`config.mk`:
```
export PLATFORM = sky130hd
export DESIGN_NAME = pc_gen
export DESIGN_NICKNAME = d
export VERILOG_FILES = /design/src/rtl/pc_gen_pkg.sv /design/src/rtl/pc_gen_btb.sv /design/src/rtl/pc_gen.sv
export SDC_FILE = /design/constraint.sdc
export NUM_CORES = 1
export LEC_CHECK = 0
export ABC_AREA = 1
export BUFFER_PORTS_ARGS = -buffer_cell sky130_fd_sc_hd__buf_2
export CORE_ASPECT_RATIO = 1.25
export CORE_MARGIN = 4
export CORE_UTILIZATION = 30
export CTS_BUF_LIST = sky130_fd_sc_hd__clkbuf_8
export CTS_CLUSTER_DIAMETER = 40
export DETAILED_ROUTE_END_ITERATION = 12
export PLACE_DENSITY = 0.71
export SYNTH_ARGS = -nofsm -noshare
export SYNTH_HDL_FRONTEND = slang
export SYNTH_SLANG_ARGS = --single-unit
```
`constraint.sdc`:
```
create_clock -name clk -period 3.85 [get_ports clk]
set_clock_uncertainty 0.1 [all_clocks]
set_input_delay 0.77 -clock clk [delete_from_list [all_inputs] [get_ports clk]]
set_output_delay 0.77 -clock clk [all_outputs]
set_load 0.1 [all_outputs]
```
`src/rtl/pc_gen_pkg.sv`:
```
// pc_gen shared defines: next-PC select encodings and instruction step.
// Extends the legacy NEW_PC / PC_PLUS4 selects with trap, hold and predict.
package pc_gen_pkg;

  typedef enum logic [2:0] {
    NPC_TRAP     = 3'd0,
    NPC_REDIRECT = 3'd1,
    NPC_HOLD     = 3'd2,
    NPC_PRED     = 3'd3,
    NPC_SEQ      = 3'd4
  } npc_sel_e;

  // Legacy names from the single-source PC register.
  localparam npc_sel_e NEW_PC   = NPC_REDIRECT;
  localparam npc_sel_e PC_PLUS4 = NPC_SEQ;

  localparam int PC_STEP = 4;

endpackage

```
`src/rtl/pc_gen_btb.sv`:
```
// pc_btb: direct-mapped branch target buffer for the fetch PC generator.
// Lookup is combinational from registered state; updates land on the edge.
module pc_btb
  import pc_gen_pkg::*;
#(
  parameter int XLEN      = 32,
  parameter int BTB_DEPTH = 16
) (
  input  logic            clk,
  input  logic            rst,
  input  logic [XLEN-1:0] lk_pc,
  input  logic            upd_valid,
  input  logic [XLEN-1:0] upd_pc,
  input  logic [XLEN-1:0] upd_target,
  input  logic            upd_taken,
  output logic            hit,
  output logic [XLEN-1:0] target
);

  localparam int IW = $clog2(BTB_DEPTH);
  localparam int TW = XLEN - IW - 2;

  logic [BTB_DEPTH-1:0] r_vld;
  logic [TW-1:0]        r_tag [BTB_DEPTH];
  logic [XLEN-3:0]      r_tgt [BTB_DEPTH];

  logic [IW-1:0] w_li;
  logic [TW-1:0] w_lt;
  logic [IW-1:0] w_ui;
  logic [TW-1:0] w_ut;
  logic          w_umatch;

  assign w_li = lk_pc[IW+1:2];
  assign w_lt = lk_pc[XLEN-1:IW+2];
  assign w_ui = upd_pc[IW+1:2];
  assign w_ut = upd_pc[XLEN-1:IW+2];

  assign w_umatch = r_vld[w_ui] && (r_tag[w_ui] == w_ut);

  // Lookup: a hit needs a valid entry with matching tag.
  always_comb begin
    hit    = r_vld[w_li] && (r_tag[w_li] == w_lt);
    target = '0;
    if (hit) target = {r_tgt[w_li], 2'b00};
  end

  // Training: taken allocates/overwrites, not-taken on match evicts.
  always_ff @(posedge clk) begin
    if (rst) begin
      r_vld <= '0;
    end else if (upd_valid) begin
      if (upd_taken) begin
        r_vld[w_ui] <= 1'b1;
        r_tag[w_ui] <= w_ut;
        r_tgt[w_ui] <= upd_target[XLEN-1:2];
      end else if (w_umatch) begin
        r_vld[w_ui] <= 1'b0;
      end
    end
  end

  logic w_unused_lsb;
  assign w_unused_lsb = ^{lk_pc[1:0], upd_pc[1:0], upd_target[1:0]};

endmodule

```
`src/rtl/pc_gen.sv`:
```
// pc_gen: fetch PC register with trap/redirect/hold/predict/seq priority.
// Define PC_GEN_BTB_EN to build in the pc_btb predictor.
module pc_gen
  import pc_gen_pkg::*;
#(
  parameter int              XLEN      = 32,
  parameter logic [XLEN-1:0] RESET_VEC = '0,
  parameter int              BTB_DEPTH = 16
) (
  input  logic            clk,
  input  logic            rst,
  input  logic            stall,
  input  logic            trap_valid,
  input  logic [XLEN-1:0] trap_pc,
  input  logic            redirect_valid,
  input  logic [XLEN-1:0] redirect_pc,
  input  logic            upd_valid,
  input  logic [XLEN-1:0] upd_pc,
  input  logic [XLEN-1:0] upd_target,
  input  logic            upd_taken,
  output logic [XLEN-1:0] pc,
  output logic            pc_valid,
  output logic            pred_taken,
  output logic [XLEN-1:0] pred_target,
  output logic            misalign
);

  logic [XLEN-1:0] r_pc;
  logic            r_valid;
  logic            r_mis;

  npc_sel_e        w_sel;
  logic [XLEN-1:0] w_npc;
  logic            w_nmis;
  logic [XLEN-1:0] w_flush_pc;
  logic            w_hit;
  logic [XLEN-1:0] w_ptgt;

`ifdef PC_GEN_BTB_EN
  pc_btb #(
    .XLEN      (XLEN),
    .BTB_DEPTH (BTB_DEPTH)
  ) u_btb (
    .clk        (clk),
    .rst        (rst),
    .lk_pc      (r_pc),
    .upd_valid  (upd_valid),
    .upd_pc     (upd_pc),
    .upd_target (upd_target),
    .upd_taken  (upd_taken),
    .hit        (w_hit),
    .target     (w_ptgt)
  );
`else
  assign w_hit  = 1'b0;
  assign w_ptgt = '0;

  logic        w_unused_upd;
  logic [31:0] w_unused_cfg;
  assign w_unused_upd = ^{upd_valid, upd_pc, upd_target, upd_taken};
  assign w_unused_cfg = BTB_DEPTH;
`endif

  assign w_flush_pc = trap_valid ? trap_pc : redirect_pc;

  // Fixed-priority next-PC source select.
  always_comb begin
    w_sel = NPC_SEQ;
    if (trap_valid)          w_sel = NPC_TRAP;
    else if (redirect_valid) w_sel = NPC_REDIRECT;
    else if (stall)          w_sel = NPC_HOLD;
    else if (w_hit)          w_sel = NPC_PRED;
  end

  // Next PC and misalign flag for the chosen source.
  always_comb begin
    w_npc  = r_pc + XLEN'(PC_STEP);
    w_nmis = 1'b0;
    unique case (w_sel)
      NPC_TRAP, NPC_REDIRECT: begin
        w_npc  = {w_flush_pc[XLEN-1:2], 2'b00};
        w_nmis = |w_flush_pc[1:0];
      end
      NPC_HOLD: begin
        w_npc  = r_pc;
        w_nmis = r_mis;
      end
      NPC_PRED: w_npc = w_ptgt;
      default:  ;
    endcase
  end

  // PC register; valid rises on the first edge out of reset.
  always_ff @(posedge clk) begin
    if (rst) begin
      r_pc    <= RESET_VEC;
      r_valid <= 1'b0;
      r_mis   <= 1'b0;
    end else begin
      r_pc    <= w_npc;
      r_valid <= 1'b1;
      r_mis   <= w_nmis;
    end
  end

  assign pc          = r_pc;
  assign pc_valid    = r_valid;
  assign misalign    = r_mis;
  assign pred_taken  = w_hit;
  assign pred_target = w_ptgt;

endmodule

```
== Word level (Yosys, flattened, before mapping) ==
Cells that the tools add are included.

* Bits in registers: 34
* Bits of input ports: 135
* Output and inout port bits: 67
* Logic and storage cells: 17

* Add/subtract/negate cells: 1
* Equal/unequal tests: 3
* Muxes and demuxes: 7
* Reductions and logical operators: 3

{| class="wikitable"
|+ Operators with widths
! cell !! count
|-
| case mux 32 bit (3 select lines) || 1
|-
| adder 32 x 3 -> 32 bit, second input constant || 1
|-
| 2-to-1 mux 32 bit || 1
|-
| 2-to-1 mux 3 bit || 3
|-
| == test 3 x 2 -> 1 bit, second input constant || 2
|-
| OR reduction 2 bit || 2
|-
| == test 3 x 1 -> 1 bit, second input constant || 1
|-
| zero test 3 bit || 1
|-
| case mux 1 bit (2 select lines) || 1
|-
| 2-to-1 mux 1 bit || 1
|}

== Depth between registers and ports, before layout ==
Gate-level depths: netlist of the first run.

* Word-level depth: 6
* Depth in mapped cells: 9
* Depth with buffers taken out: 9

== Worst setup path before layout of the first run ==
Ideal clock, no wire load.

* Kind: register to register
* From: reg r_pc[3], in the netlist pc[3]
* To: reg r_pc[22], in the netlist pc[22]
* Library setup time: 0.124 ns
* Data arrival time: 2.057 ns
* Required time: 3.626 ns
* Path slack: 1.569 ns
* Stages on the path, launching flop included: 9
* Path buffers: 0
* Period minus slack after synthesis: 2.281 ns
* Cell sequence: dfxtp_1 -> ha_1 -> nand2_1 -> nor2_2 -> nand2_4 -> nor2_4 -> nand3_1 -> nand3_1 -> a21oi_1

* Cells in the longest elaborated chain, start to end: 2

{| class="wikitable"
|+ Ends and longest elaborated chain
! what !! line !! RTL
|-
| start, declared || pc_gen.sv:28 || <nowiki>logic [XLEN-1:0] r_pc;</nowiki>
|-
| start signal, assigned || pc_gen.sv:100 || <nowiki>r_pc <= w_npc;</nowiki>
|-
| adder 32 x 3 -> 32 bit || pc_gen.sv:77 || <nowiki>w_npc = r_pc + XLEN'(PC_STEP);</nowiki>
|-
| case mux 32 bit (3 select lines) || pc_gen.sv:79 || <nowiki>unique case (w_sel)</nowiki>
|}

Every way passes these cells.
A chain may end at the register's enable or synchronous reset.

== Worst setup path in the final report of the first run ==
* From: in trap_valid
* To: reg r_pc[14], in the netlist pc[14]

* Cells in the longest elaborated chain, start to end: 4
* Elaborated cells on any way between the ends: 8
* Classes of those cells: eq/ne: 3; mux: 3; reduce/logical: 2

{| class="wikitable"
|+ Ends and longest elaborated chain
! what !! line !! RTL
|-
| start, declared || pc_gen.sv:13 || <nowiki>input logic trap_valid,</nowiki>
|-
| 2-to-1 mux 3 bit || pc_gen.sv:69 || <nowiki>if (trap_valid) w_sel = NPC_TRAP;</nowiki>
|-
| == test 3 x 1 -> 1 bit / zero test 3 bit (equally long branches) || pc_gen.sv:79 ||
|-
| OR reduction 2 bit || pc_gen.sv:79 ||
|-
| case mux 32 bit (3 select lines) || pc_gen.sv:79 ||
|}

Several ways; a longest one is shown, not always the timed one.

==> Implementation_results.wiki, run 1 <==
{| class="wikitable"
! Metric !! Value
|-
| Instance area at placement || about 3100 um2
|-
| Final critical delay including setup and external delays || around 2.2 ns
|-
| Worst reg2reg setup slack || around 2.2 ns
|-
| Die width || 92.17 um
|-
| Instance count of the mapped netlist || 410
|-
| Cell types with the largest area share after synthesis || sky130_fd_sc_hd__dfxtp_1 24%, sky130_fd_sc_hd__nand2_1 12%, sky130_fd_sc_hd__buf_4 11%
|-
| Reported net switching power || 600.1 uW
|-
| Die area || between 10000 and 15000 um2
|-
| Reported max-cap violation count || 0
|-
| Boundary pin count || 202
|-
| Post-DR wirelength/cell || ~13 um
|-
| Die Y-Extent || between 100 and 150 um
|-
| Critical-path cell list || buf_2 -> buf_4 -> nor2_8 -> nand2_2 -> inv_2 -> a221oi_1 -> a21oi_1
|-
| Final setup violation count || 0
|-
| Fraction of layout instances using a drive strength above 1 || a little over a quarter
|-
| Sequential fraction of the synthesis area || approximately 24%
|-
| Vias/cell || 4.717
|-
| Total non-filler cell area in the finished layout || about 3200 um2
|-
| Total vias in the final route || between 2000 and 3000
|-
| Leakage power || 1.475 nW
|-
| Area growth from synthesis to layout || 21.34%
|-
| Source of the worst register-to-register timing path || pc[3]
|-
| Iter 0 DRT Violations || 124
|-
| Drt pass-1 iters || 4
|-
| Count of filler cells inserted in the layout || approximately 960
|-
| Share of Yosys cell area claimed by the top area cell type || roughly 24%
|-
| Start point of the critical path || trap_valid
|-
| Total routed wirelength || 8248 um
|-
| Path category of the worst min-delay check || register to register
|-
| Worst path slowest cell || sky130_fd_sc_hd__nor2_8
|-
| Effective utilization at floorplan || 30.70%
|-
| Post-synthesis instance area || ~2700 um2
|-
| Combined global-route utilization of all metal layers || between 10% and 20%
|-
| VDD IR-drop max || roughly 0.18 mV
|-
| Antenna Violating Nets Remaining || 0
|-
| Headroom to the max-slew limit || 36.43%
|-
| Port-buffer cells || 100
|-
| Status || finished, final reports clean
|-
| Switching part of the total power || between 40% and 50%
|-
| Final-layout setup total negative slack || 0 ns
|-
| Global-route wire length before repair || around 13000 um
|-
| Launching element type of the critical path || primary input
|-
| Final hold violation count || 0
|-
| Final HPWL from detailed placement || between 6000 and 7000 um
|-
| Layout Nets || ~640
|-
| Maximum number of pins on one net before global-route repair || 36
|-
| Antenna violations before repair || 0
|-
| Core region area || around 8700 um2
|-
| Worst EP arrival || 2.35 ns
|-
| CTS max path bufs || 2
|-
| Power density over the cells || around 390 nW/um2
|-
| Largest stage delay on the critical path || between 0.3 and 0.4 ns
|-
| Post-synthesis area per instance || 6.479 um2
|-
| PostCTS Resize Cnt || 0
|-
| Number of buffers inserted by hold repair at cts || 0
|-
| Highest clock rate || 448.6 MHz
|-
| Clock tree root buffer cell || sky130_fd_sc_hd__clkbuf_8
|-
| DRC Markers || 0
|-
| Final cycle utilization of the critical path || just under 60%
|-
| Setup bufs post-CTS || 0
|-
| Launch instance of the worst min-delay path || misalign
|-
| Worst Max-Slew Pin Slew || between 0.9 and 1 ns
|-
| Clock-pin slew reported for the worst setup and hold paths after clock tree synthesis || 0.07 ns
|-
| TritonCTS buffer count || 5
|-
| # H-tree levels || 2
|-
| Final Wtd Congestion || about 0.89
|-
| TritonCTS clock tree || built
|-
| Number of pins with negative max-slew slack in the final report || 0
|-
| Num rows || 38
|-
| Data required time at the worst endpoint || ~4 ns
|-
| Internal portion of total power || 670.9 uW
|-
| Clock network fraction of design power || between 20 and 30%
|-
| Number of synthesized register bits || 32
|-
| Combinational share of power || 40.3%
|-
| Count of synthesis-stage warnings from yosys || 0
|-
| Leading area contributor after synthesis || sky130_fd_sc_hd__dfxtp_1
|-
| Sink count of the clock tree || 32
|-
| Sum of overflow across all layers after global routing || 0
|-
| Maximum fanout encountered on the critical timing path || 28
|-
| Critical path capture point type || register
|-
| Relative contribution of sequential cells to total power || 31.1%
|-
| RSZ-0062 raised after global routing || false
|-
| CP Class || primary input to register
|-
| Via count of the first global-routing pass || about 2700
|-
| Worst-Skew Late Latency || 0.29 ns
|-
| Distinct cell type count of the synthesized netlist || 31
|-
| Diode count || 0
|}
[synth_stat cells (all sizes together)]
| cell | number |
|---|---|
| a21oi | 26 |
| a221oi | 18 |
| a22oi | 9 |
| a31oi | 7 |
| and2 | 1 |
| buf | 43 |
| clkbuf | 9 |
| conb | 1 |
| dfxtp | 32 |
| ha | 1 |
| inv | 38 |
| nand2 | 95 |
| nand3 | 37 |
| nand3b | 1 |
| nand4 | 1 |
| nor2 | 44 |
| o211ai | 2 |
| o21ai | 36 |
| o21bai | 4 |
| o22a | 1 |
| or2 | 3 |
| xnor2 | 1 |
[cell families after synthesis]
| kind of cell | synth area share, % |
|---|---|
| AOI/OAI and AO/OA | 23.83 |
| xor gates and xnor gates | 0.3298 |
| adders and majority gates | 0.4710 |
| buffers and inverters | 18.65 |
| DFF | 24.12 |
| other | 0.1412 |
| and+or+nand+nor | 32.45 |
[final timing paths]
check | end | cells past startpoint
max | pc[14] | 7
max reg2reg | pc[20] | 9
min reg2reg | misalign | 4
min | misalign | 4
[per-layer routing]
| metal | wire length [um] | global-route usage (%) | share of wire (%) | vias up |
|---|---|---|---|---|
| met5 | 0 | 0 | 0 | - |
| met4 | 113 | 4.757 | 1.4 | 0 |
| met3 | 565 | 3.258 | 6.9 | 12 |
| met2 | 4054 | 27.88 | 49 | 104 |
| met1 | 3514 | 18.46 | 43 | 1325 |
| li1 | - | - | - | 1493 |
[per-stage QoR]
stage	hold slack [ns]	worst slack, ns	power (mW)	std cells	utilization [%]
floorplan	0.8315	1.569	0.8534	444	-
global placement	0.4185	1.325	0.9110	614	35.79
detailed placement	0.4252	1.289	0.9154	614	35.79
CTS	0.4454	1.597	1.281	622	37.25
global route	0.4968	1.444	1.324	622	37.25
finish	0.4433	1.621	1.271	622	37.25
[state kept, by name (all words and copies together), names as in the netlist]
name,flops
pc_valid,1
misalign,1
pc,30
[cells in the final DEF, fill, tap and decap left out, drive strengths merged, types with 2 or more instances in the layout]
master,instances
a21oi,26
nand2,95
nand3,37
conb,35
buf,102
o21bai,4
inv,38
nor2,44
a22oi,9
or2,3
o211ai,2
dfxtp,32
a221oi,18
a31oi,7
clkbuf,7
o21ai,36
[final cells by class]
cell class                 instances  area (um2)  share of cell area [%]
clock buffer                       7       96.34                   2.989
clock inverter                     1       30.03                  0.9317
inverter                          38       142.6                   4.425
multi-input combinational        322        1648                   51.13
sequential                        32       640.6                   19.88
tap                              120       150.1                   4.658
timing repair buffer             102       515.5                   15.99
[power by group through the flow]
stage	Combinational, mW	Clock [mW]	Sequential (mW)
global route	0.537	0.386	0.401
floorplan	0.274	0	0.580
detailed placement	0.513	0	0.402
global placement	0.510	0	0.401
CTS	0.514	0.372	0.395
finish	0.513	0.364	0.395
[critical path, delay by kind of cell]
| kind | cells | cell delay (ns) |
|---|---|---|
| AO/OA/AOI/OAI | 2 | 0.31 |
| AND/OR/NAND/NOR | 2 | 0.48 |
| buffers and inverters | 3 | 0.76 |
(Power assumes the default switching activity.)
==> run 2, diff against run 1 <==
- PLACE_DENSITY: 0.71 -> 0.74
- clock period: 3.85 -> 2.02 ns (I/O delays scaled with it)
==> Implementation_results.wiki, run 2 (synthesized netlist as in run 1, its figures left out) <==
{| class="wikitable"
! Metric !! Value
|-
| Status || finished, final reports clean (unchanged)
|-
| Clock-pin slew reported for the worst setup and hold paths after clock tree synthesis || 0.08 ns (was 0.07 ns)
|-
| Final hold slack || 0.2658 ns (was 0.4433 ns)
|-
| Total non-filler cell area in the finished layout || 3273 um2 (was 3223 um2)
|-
| Maximum number of pins on one net before global-route repair || 24 (was 36)
|-
| Power density over the cells || 694.8 nW/um2 (was 394.3 nW/um2)
|-
| Iter 0 DRT Violations || 132 (was 124)
|-
| Critical path depth in cells || 1 (was 7)
|-
| Total routed wirelength || 8258 um (was 8248 um)
|-
| Num rows || 38 (unchanged)
|-
| Commonest non-fill, non-tap cell in the layout || sky130_fd_sc_hd__buf_2 (unchanged)
|-
| # H-tree levels || 2 (unchanged)
|-
| Final HPWL from detailed placement || 6603 um (was 6372 um)
|-
| VDD IR-drop max || 0.3458 mV (was 0.1831 mV)
|-
| DRC Markers || 0 (unchanged)
|-
| Final-layout setup total negative slack || 0 ns (unchanged)
|-
| Die Y-Extent || 113.2 um (unchanged)
|-
| Antenna violations before repair || 0 (unchanged)
|-
| Number of buffers inserted by hold repair at cts || 0 (unchanged)
|-
| Drt pass-1 iters || 4 (unchanged)
|-
| Number of cells on the worst hold path || 3 (was 4)
|-
| Clock tree root buffer cell || sky130_fd_sc_hd__clkbuf_8 (unchanged)
|-
| Critical path capture point type || primary output (was register)
|-
| Final cycle utilization of the critical path || between 80% and 90%
|-
| Overall power after layout || 2.274 mW (was 1.271 mW)
|-
| Fraction of layout instances using a drive strength above 1 || 31.37% (was 26.49%)
|-
| CP Class || register to primary output (was primary input to register)
|-
| Non-filler cells, final || 630 (was 622)
|-
| Sum of overflow across all layers after global routing || 0 (unchanged)
|-
| Final WS setup || 0.2903 ns (was 1.621 ns)
|-
| Maximum fanout encountered on the critical timing path || 7 (was 28)
|-
| Boundary pin count || 202 (unchanged)
|-
| Final Wtd Congestion || 0.8648 (was 0.8883)
|-
| Data required time at the worst endpoint || 1.52 ns (was 3.97 ns)
|-
| Instance area at placement || 3181 um2 (was 3097 um2)
|-
| Highest clock rate || 578.1 MHz
|-
| Final standard cell utilization of the core || 37.83% (was 37.25%)
|-
| Sink count of the clock tree || 32 (unchanged)
|-
| Die area || 10430 um2 (unchanged)
|-
| Layout Nets || 645 (was 637)
|-
| Worst EP arrival || 1.23 ns (was 2.35 ns)
|-
| CTS max path bufs || 2 (unchanged)
|-
| Die width || 92.17 um (unchanged)
|-
| Area growth from synthesis to layout || 23.22% (was 21.34%)
|-
| Core region area || 8653 um2 (unchanged)
|-
| Placed insts || 622 (was 614)
|-
| Placement Setup Slack || 0.2540 ns (was 1.289 ns)
|-
| Antenna Violating Nets Remaining || 0 (unchanged)
|-
| Launching element type of the critical path || register (was primary input)
|-
| Largest stage delay on the critical path || 0.48 ns (was 0.38 ns)
|-
| Leakage power || 1.507 nW (was 1.475 nW)
|-
| Setup bufs post-CTS || 0 (unchanged)
|-
| Via count of the first global-routing pass || 2629 (was 2745)
|-
| Combined global-route utilization of all metal layers || 15.55% (was 15.54%)
|-
| Final setup violation count || 0 (unchanged)
|-
| RSZ-0062 raised after global routing || false (unchanged)
|-
| Category of cells accounting for the largest share of critical-path delay || buffers and inverters (unchanged)
|-
| Top library cells by usage in the layout, fill and taps aside || 100 x sky130_fd_sc_hd__buf_2, 88 x sky130_fd_sc_hd__nand2_1, 37 x sky130_fd_sc_hd__inv_1, 37 x sky130_fd_sc_hd__nand3_1, 36 x sky130_fd_sc_hd__o21ai_0 (unchanged)
|-
| Worst-Skew Late Latency || 0.30 ns (was 0.29 ns)
|-
| Vias/cell || 4.632 (was 4.717)
|-
| PostCTS Resize Cnt || 0 (unchanged)
|-
| Final hold violation count || 0 (unchanged)
|-
| Critical path buffer and inverter count || 1 (was 3)
|-
| Max FFs per register || 30 (unchanged)
|-
| Critical-path cell list || buf_2 (was buf_2 -> buf_4 -> nor2_8 -> nand2_2 -> inv_2 -> a221oi_1 -> a21oi_1)
|-
| Effective utilization at floorplan || 30.70% (unchanged)
|-
| Worst path slowest cell || sky130_fd_sc_hd__buf_2 (was sky130_fd_sc_hd__nor2_8)
|-
| Port-buffer cells || 100 (unchanged)
|-
| TritonCTS clock tree || built (unchanged)
|-
| Post-DR wirelength/cell || 13.11 um (was 13.26 um)
|-
| Reported max-cap violation count || 0 (unchanged)
|-
| Number of pins with negative max-slew slack in the final report || 0 (unchanged)
|-
| Worst Reg2Reg Path Length in Cells || 9 (unchanged)
|-
| TritonCTS buffer count || 5 (unchanged)
|-
| Path category of the worst min-delay check || primary input to register (was register to register)
|-
| Final critical delay including setup and external delays || ~1.7 ns
|-
| Global-route wire length before repair || 12990 um (was 13080 um)
|-
| Diode count || 0 (unchanged)
|-
| Total vias in the final route || 2918 (was 2934)
|}
## run 2: power by group
group	switching, mW	internal [mW]
registers	0.0699	0.688
logic	0.817	0.172
clock network	0.256	0.272
## run 2: final timing paths
kind                                     start       end  slack (ns)
worst max register to register           pc[3]    pc[20]        0.43
worst min register to register        misalign  misalign        0.45
worst max-delay path                    pc[27]    pc[27]        0.29
worst min-delay path            redirect_pc[6]     pc[6]        0.27
## run 2: per-layer routing
metal	track usage, %	vias to the layer above	wire length [um]
li1	-	1511	-
met1	18.95	1285	3454
met2	27.73	111	4099
met3	3.059	11	573
met4	4.262	0	130
met5	0	-	0
## run 2: final cells by class
class                      count  area [um2]
fill                         987        5380
multi-input combinational    322        1648
sequential                    32       664.4
timing repair buffer         110       575.6
tap                          120       150.1
inverter                      38       142.6
clock buffer                   6       82.58
clock inverter                 2       10.01
